$ cat config.mk
export PLATFORM = sky130hd
export DESIGN_NAME = sift_node_delay
export DESIGN_NICKNAME = d
export VERILOG_FILES = /design/src/rtl/sift_node_delay.sv
export SDC_FILE = /design/constraint.sdc
export NUM_CORES = 1
export LEC_CHECK = 0
export ABC_AREA = 1
export BUFFER_PORTS_ARGS = -buffer_cell sky130_fd_sc_hd__buf_2
export CAP_MARGIN = 10
export CORE_ASPECT_RATIO = 1.25
export CORE_UTILIZATION = 54
export DETAILED_ROUTE_END_ITERATION = 10
export GPL_TIMING_DRIVEN = 0
export PLACE_DENSITY = 0.8
export SLEW_MARGIN = 20
export SYNTH_ARGS = -nofsm -noshare
export SYNTH_HDL_FRONTEND = slang
export SYNTH_SLANG_ARGS = --single-unit
export TNS_END_PERCENT = 100
$ cat constraint.sdc
create_clock -name clk -period 2.45 [get_ports clk]
set_input_delay 0.245 -clock clk [delete_from_list [all_inputs] [get_ports clk]]
set_output_delay 0.245 -clock clk [all_outputs]
set_load 0.01 [all_outputs]
$ cat src/rtl/sift_node_delay.sv
`default_nettype none
// ============================================================================
//  Module      : sift_node_delay
//  Description : One heap-level sift-down stage. Reads the child pair at the
//                request position from a registered-output child store,
//                compares the sifted value against the smaller child and
//                either returns it unchanged or swaps it down. A swap writes
//                the value into the child slot and forwards it to the next
//                level.
//  Revision    : 1.0 - initial release
// ============================================================================
module sift_node_delay #(
    parameter int DATA_WIDTH = 32,
    parameter int ADDR_WIDTH = 5,
    parameter int LEVEL      = 1
) (
    input  logic                  clk,
    input  logic                  rst,
    // sift-down request
    input  logic                  in_valid,
    input  logic [DATA_WIDTH-1:0] in_data,
    input  logic [ADDR_WIDTH-1:0] in_addr,
    output logic                  in_ready,
    // child level store
    output logic [DATA_WIDTH-1:0] nl_din,
    output logic [ADDR_WIDTH-1:0] nl_addr,
    output logic                  nl_we,
    output logic                  nl_branch,
    input  logic [DATA_WIDTH-1:0] nl_dout,
    // write-back for the request position
    output logic                  res_valid,
    output logic [DATA_WIDTH-1:0] res_data,
    output logic [ADDR_WIDTH-1:0] res_addr,
    // continuation toward the next level
    output logic                  fwd_valid,
    output logic [DATA_WIDTH-1:0] fwd_data,
    output logic [ADDR_WIDTH:0]   fwd_addr,
    input  logic                  fwd_ready
);

    typedef enum logic [2:0] {
        S_IDLE = 3'd0,
        S_RD   = 3'd1,
        S_CAPL = 3'd2,
        S_CAPR = 3'd3,
        S_DEC  = 3'd4,
        S_FWD  = 3'd5
    } state_t;

    state_t                r_state;
    state_t                w_state_next;

    logic [DATA_WIDTH-1:0] r_v;     // value being sifted
    logic [DATA_WIDTH-1:0] r_l;     // left child
    logic [DATA_WIDTH-1:0] r_r;     // right child
    logic [ADDR_WIDTH-1:0] r_a;     // request position / child-pair address
    logic                  r_sel;   // branch chosen on the last swap

    logic                  w_swap;
    logic                  w_sel;

    // LEVEL is carried for integration bookkeeping only; it selects no logic.
    if (LEVEL >= 0) begin : g_level_nonneg
    end else begin : g_level_neg
    end

    // Smaller child wins, ties go left. An all-ones (empty) child is only the
    // minimum when both are empty, and then no value can exceed it, so empty
    // slots never attract a swap.
    assign w_sel  = (r_l <= r_r) ? 1'b0 : 1'b1;
    assign w_swap = (r_v > r_l) || (r_v > r_r);

    // State register and datapath captures.
    always_ff @(posedge clk) begin
        if (rst) begin
            r_state <= S_IDLE;
            r_v     <= '0;
            r_l     <= '0;
            r_r     <= '0;
            r_a     <= '0;
            r_sel   <= 1'b0;
        end else begin
            r_state <= w_state_next;
            case (r_state)
                S_IDLE: begin
                    if (in_valid) begin
                        r_v <= in_data;
                        r_a <= in_addr;
                    end
                end
                S_CAPL:  r_l <= nl_dout;
                S_CAPR:  r_r <= nl_dout;
                S_DEC: begin
                    if (w_swap) begin
                        r_sel <= w_sel;
                    end
                end
                default: ;
            endcase
        end
    end

    // Next-state and output decode; reset forces the idle-looking outputs
    // immediately so a pending forward or write is dropped in the reset cycle.
    always_comb begin
        w_state_next = r_state;
        in_ready     = 1'b0;
        nl_din       = '0;
        nl_addr      = '0;
        nl_we        = 1'b0;
        nl_branch    = 1'b0;
        res_valid    = 1'b0;
        res_data     = '0;
        res_addr     = '0;
        fwd_valid    = 1'b0;
        fwd_data     = '0;
        fwd_addr     = '0;

        case (r_state)
            S_IDLE: begin
                in_ready = 1'b1;
                if (in_valid) begin
                    w_state_next = S_RD;
                end
            end
            S_RD: begin
                nl_addr      = r_a;
                w_state_next = S_CAPL;
            end
            S_CAPL: begin
                nl_addr      = r_a;
                w_state_next = S_CAPR;
            end
            S_CAPR: begin
                nl_addr      = r_a;
                nl_branch    = 1'b1;
                w_state_next = S_DEC;
            end
            S_DEC: begin
                res_valid = 1'b1;
                res_addr  = r_a;
                if (w_swap) begin
                    res_data     = w_sel ? r_r : r_l;
                    nl_we        = 1'b1;
                    nl_din       = r_v;
                    nl_addr      = r_a;
                    nl_branch    = w_sel;
                    w_state_next = S_FWD;
                end else begin
                    res_data     = r_v;
                    w_state_next = S_IDLE;
                end
            end
            S_FWD: begin
                fwd_valid = 1'b1;
                fwd_data  = r_v;
                fwd_addr  = {r_a, r_sel};
                if (fwd_ready) begin
                    w_state_next = S_IDLE;
                end
            end
            default: begin
                w_state_next = S_IDLE;
            end
        endcase

        if (rst) begin
            w_state_next = S_IDLE;
            in_ready     = 1'b1;
            nl_din       = '0;
            nl_addr      = '0;
            nl_we        = 1'b0;
            nl_branch    = 1'b0;
            res_valid    = 1'b0;
            res_data     = '0;
            res_addr     = '0;
            fwd_valid    = 1'b0;
            fwd_data     = '0;
            fwd_addr     = '0;
        end
    end

endmodule
`default_nettype wire

# Word-level counts from Yosys, hierarchy flattened
# Cells that the tools add are included.
[word_totals] regBits=105 in_bits=73 out_inout_bits=117 wordCells=55
[classes] order_cmp=3 eq_ne=7 mux=33 reduce_logical=6
[op_table] cell="two-way mux 32 bit" count=9
[op_table] cell="> comparator 32 bit" count=2
[op_table] cell="<= comparator 32 bit" count=1
[op_table] cell="two-way mux 5 bit" count=4
[op_table] cell="one-hot mux 3 bit (6 select lines)" count=1
[op_table] cell="two-way mux 1 bit" count=12
[op_table] cell="two-way mux 6 bit" count=2
[op_table] cell="one-hot mux 5 bit (2 select lines)" count=1
[op_table] cell="two-way mux 3 bit" count=3
[op_table] cell="== test 3 x 2 -> 1 bit, second input constant" count=2
[op_table] cell="== test 3 bit, second input constant" count=2
[op_table] cell="AND reduction 2 bit" count=3
[op_table] cell="inequality test 2 bit, second input constant" count=2
[op_table] cell="== test 3 x 1 -> 1 bit, second input constant" count=1
[op_table] cell="logical NOT 3 bit" count=1
[op_table] cell="OR reduction 3 bit" count=1
[op_table] cell="one-hot mux 1 bit (2 select lines)" count=1
[op_table] cell="logical OR 1 bit" count=1

# Logic depth before layout (Yosys ltp)
[logic_depth] word_depth=5 depth_mapped=19 mapped_depth_nobuf=19

# Worst setup path after synthesis
# Ideal clock, no wire load.
[synth_path] kind="reg-to-output" from="register r_l[31]" to="output res_data[0]" arrival_time_ns=1.824 t_required_ns=2.205 setup_slack_ns=0.381 stages_incl_launch_ff=12 path_buffers=1 cell_sequence="dfxtp_1 inv_1 ha_1 nand2_1 nor2_2 nand2_2 nor4_4 nand4_1 nand2_2 nand3_1 buf_6 o22ai_1"
[synth_between] elab_chain_cells=5 elab_cells_between_ends=7 classes_between="order compare: 2; mux: 4; reduce/logical: 1"
[synth_lines] item="start, declared" line="54" rtl="logic [DATA_WIDTH-1:0] r_l;"
[synth_lines] item="start signal, assigned" line="91" rtl="S_CAPL: r_l <= nl_dout;"
[synth_lines] item="<= comparator 32 bit / > comparator 32 bit (equally long branches)" line="70, 71"
[synth_lines] item="two-way mux 32 bit / logical OR 1 bit (equally long branches)" line="143, 71"
[synth_lines] item="two-way mux 32 bit (*)" line="142" rtl="if (w_swap) begin"
[synth_lines] item="two-way mux 32 bit (*)" line="119" rtl="case (r_state)"
[synth_lines] item="two-way mux 32 bit (*)" line="167" rtl="if (rst) begin"
[synth_lines] item="end, declared" line="32" rtl="output logic [DATA_WIDTH-1:0] res_data,"
# Mark *: on every way between the ends. The rest lies on a longest branch, timed or not.

# Worst setup path after layout
[layout_path] from="register r_l[29]" to="output res_data[0]"
# The elaborated chain is that of the path after synthesis.

==> reports/results.md <==
## Setup path
* **required time at the worst-slack endpoint** 2.20 ns
* **Worst Path Max Fanout** 10
* **type of destination of the critical path** output pin
* **number of cells traversed by the worst register-to-register path** 15
* **category of the worst setup path launch point** flip-flop
* **crit path DAT** 3.03 ns
* **setup slack, reg-to-reg** -0.04 ns
* **classification of the worst setup path** reg2out

## CTS
* **cell at the root of the clock tree** sky130_fd_sc_hd__clkbuf_16
* **Clock Path Buffers** 2
* **clock network latency to the later pin of the worst-skew pair** 0.36 ns
* **clock tree sinks** 105
* **clock tree from TritonCTS** done
* **quantity of hold-fixing buffers added after cts** 0
* **TritonCTS buffer count** 9
* **CTS clk-pin slew, worst paths** 0.07 ns
* **htree depth** 3

## Cells and area
* **post-layout utilization of the core** 81.3%
* **Design Area, Final** 0.0103 mm2
* **Final Instance Count excl. Fillers** 1436
* **fraction of final layout cells sized beyond drive strength 1** 37.1%
* **diodes inserted** 0
* **filler cell count in the final layout** 767
* **count of nets after finishing** 1433
* **Synth-to-Final Area Change** 46.8%

## Routing
* **initial detailed-routing violation count** 1170
* **Routed Antenna Nets** 0
* **number of vias after detailed routing** 9002
* **number of remaining DRC errors** 2
* **detailed-route vias per instance** 6.27
* **total iterations of the first detailed-routing run** 11
* **per-cell routed wire length** 22.1 um
* **final wirelength** 31800 um

## Logic synthesis
* **Synth Area per Inst** 6.89 um2
* **Synth async-reset ratio** 0%
* **count of synthesis-stage warnings from yosys** 0
* **most frequent cell after synthesis** sky130_fd_sc_hd__a21oi_1
* **number of nets produced by synthesis** 1191
* **largest family of logic cells by synthesized area** compound AO/OA/AOI/OAI gates
* **Post-synth EDFFs** 0
* **count of state elements after synthesis** 105
* **sequential cell area fraction in the yosys report** 29.8%
* **share of the synthesized area in the top cell type** 29.8%
* **Mapped Area** 0.00704 mm2
* **most numerous cell types in the synthesized netlist** 147 x sky130_fd_sc_hd__a21oi_1, 144 x sky130_fd_sc_hd__nor2_1, 136 x sky130_fd_sc_hd__o21ai_0, 134 x sky130_fd_sc_hd__inv_1, 121 x sky130_fd_sc_hd__nand2_1
* **post-synthesis share of cell area spent on xor and xnor gates** 0%
* **multiplexer area fraction after synthesis** 0%
* **Synth Flop Type** sky130_fd_sc_hd__dfxtp_1
* **share of synthesized cell area in full adder, half adder and majority cells** 17.1%
* **Unique masters post-synth** 36
* **synthesized netlist cell count** 1022
* **post-synthesis compound-gate area fraction** 23.9%
* **area leader, netlist** sky130_fd_sc_hd__dfxtp_1
* **synthesized-area fraction occupied by and/or/nand/nor cells** 18.1%
* **leading cell types by total area after synthesis** sky130_fd_sc_hd__dfxtp_1 30%, sky130_fd_sc_hd__ha_1 17%, sky130_fd_sc_hd__a21oi_1 10%, sky130_fd_sc_hd__o21ai_0 9.7%, sky130_fd_sc_hd__nor2_1 7.7%

## Placement
* **placement-stage cell area** 0.00820 mm2
* **Routability Congestion** 0.919
* **Port Buf Inserts** 189
* **placed wire-length estimate after detailed placement** 18000 um
* **placed cells** 1379

## Timing
* **count of endpoints failing setup in the final report** 77
* **setup skew after layout** 0.00495 ns
* **tightest hold margin** 0.162 ns
* **max-slew violation count** 0
* **Highest Clock Rate** 306 MHz
* **Hold Fails Final Rpt** 0
* **Final period util** 133%
* **RSZ-0062 raised after global routing** yes
* **Setup WS post-layout** -0.821 ns
* **relative slew slack** 48.7%
* **Worst Tran Pin Value** 0.769 ns
* **Final Critical Period** 3.27 ns

## Power
* **power density over cell area** 937 mW/mm2
* **total internal power** 0.00523 W
* **part of the power in the clock network** 17.9%
* **total power** 0.00969 W
* **power share of the combinational group** 59.8%
* **sequential power share** 22.4%
* **switching power** 0.00447 W
* **worst-case vdd ir drop** 0.000758 V
* **leak pwr** 4.66 nW
* **switching part of the total power** 46.1%

## Global route
* **number of global-route vias before repair** 7782
* **global-route total usage across every layer** 38.6%
* **wire length of the first global-routing pass** 40000 um
* **number of antenna violations at the first check in global routing** 0
* **overflow left after global routing** 0
* **largest net degree at the start of global routing** 17

## Min path
* **number of cells traversed by the worst hold path** 3
* **type of the tightest min-delay check** in2reg

## Die
* **boundary pin count** 190
* **die area** 0.0135 mm2
* **floorplan die width** 104 um
* **die span in y** 130 um
* **starting utilization of the core area** 55.4%
* **standard-cell row count** 46
* **core outline area** 0.0127 mm2

## Status
* **result of the run** complete, but fails checks
* **violations in the final reports** DRC, setup timing

## Flow run
* **max-capacitance violation count** 0

[cells in the final DEF (no fill, tap or decap), types with 29 or more instances in the layout]
cell type / Yosys / layout
sky130_fd_sc_hd__buf_2: 7 / 171
sky130_fd_sc_hd__ha_1: 96 / 71
sky130_fd_sc_hd__a21oi_1: 147 / 140
sky130_fd_sc_hd__dfxtp_1: 105 / 78
sky130_fd_sc_hd__nand2_1: 121 / 105
sky130_fd_sc_hd__inv_1: 134 / 107
sky130_fd_sc_hd__buf_6: 4 / 29
sky130_fd_sc_hd__clkbuf_1: 32 / 32
sky130_fd_sc_hd__o21ai_0: 136 / 116
sky130_fd_sc_hd__nor2_1: 144 / 100
[final cells by class]
cell class | count | area, um2 | area share, %
buffer | 51 | 398 | 3.85
inverter | 137 | 537 | 5.19
clock inverter | 5 | 104 | 1.00
tap | 168 | 210 | 2.03
multi-input combinational | 729 | 5120 | 49.5
clock buffer | 10 | 239 | 2.31
sequential | 105 | 2140 | 20.7
timing repair buffer | 231 | 1590 | 15.4
[registers in the layout, indices dropped and copies added, names as in the netlist]
name,flops
r_a,5
r_l,32
r_r,32
r_sel,1
r_state,3
r_v,32
[through the flow]
| step | worst slack [ns] | TNS, ns |
|---|---|---|
| floorplan | 0.381 | 0 |
| global placement | -0.143 | -1.82 |
| detailed placement | -0.151 | -2.43 |
| CTS | -0.418 | -20.64 |
| global route | -0.898 | -44.68 |
| finish | -0.821 | -40.19 |
[final timing paths]
| check | start | endpoint |
|---|---|---|
| max | r_l[29] | res_data[0] |
| min | in_data[3] | r_v[3] |
| max reg2reg | r_v[17] | r_state[0] |
| min reg2reg | r_sel | r_sel |
[cell families after synthesis]
| kind of cell | count (synthesis) |
|---|---|
| compound gates | 328 |
| simple gates | 304 |
| buf+inv | 189 |
| flops | 105 |
| fa+ha+maj | 96 |
[power groups by stage]
stage               Combinational, W  Clock (W)  Sequential [W]
finish                       0.00579    0.00173         0.00217
detailed placement           0.00349          0         0.00213
CTS                          0.00440    0.00170         0.00213
global placement             0.00343          0         0.00212
floorplan                    0.00250          0         0.00208
global route                 0.00608    0.00177         0.00218
[critical path, stage by stage, from the launching register on]
cell,delay [ns]
sky130_fd_sc_hd__dfxtp_2,0.33
sky130_fd_sc_hd__buf_4,0.14
sky130_fd_sc_hd__ha_4,0.29
sky130_fd_sc_hd__nand4_4,0.13
sky130_fd_sc_hd__nor3_4,0.18
sky130_fd_sc_hd__inv_2,0.09
sky130_fd_sc_hd__nor3b_4,0.24
sky130_fd_sc_hd__nand2_2,0.10
sky130_fd_sc_hd__nand2_4,0.15
sky130_fd_sc_hd__nand2_8,0.10
sky130_fd_sc_hd__buf_8,0.17
sky130_fd_sc_hd__o21ai_1,0.44
sky130_fd_sc_hd__o22ai_4,0.14
sky130_fd_sc_hd__buf_6,0.15
[timing repair]
item,CTS,global route
pin swaps,16,45
setup endpoints to repair,75,85
resized for setup,145,185
gates cloned,4,7
buffers inserted,18,15
[per-layer routing]
metal / wire length (um) / vias up / GRT usage, % / part of all wire (%)
li1: - / 3893 / - / -
met1: 10300 / 4019 / 43.7 / 32
met2: 14700 / 814 / 68.5 / 46
met3: 3960 / 276 / 6.89 / 12
met4: 2780 / 0 / 22.4 / 8.7
met5: 0 / - / 0 / 0
Note: power is estimated with default switching activity, not from simulation.
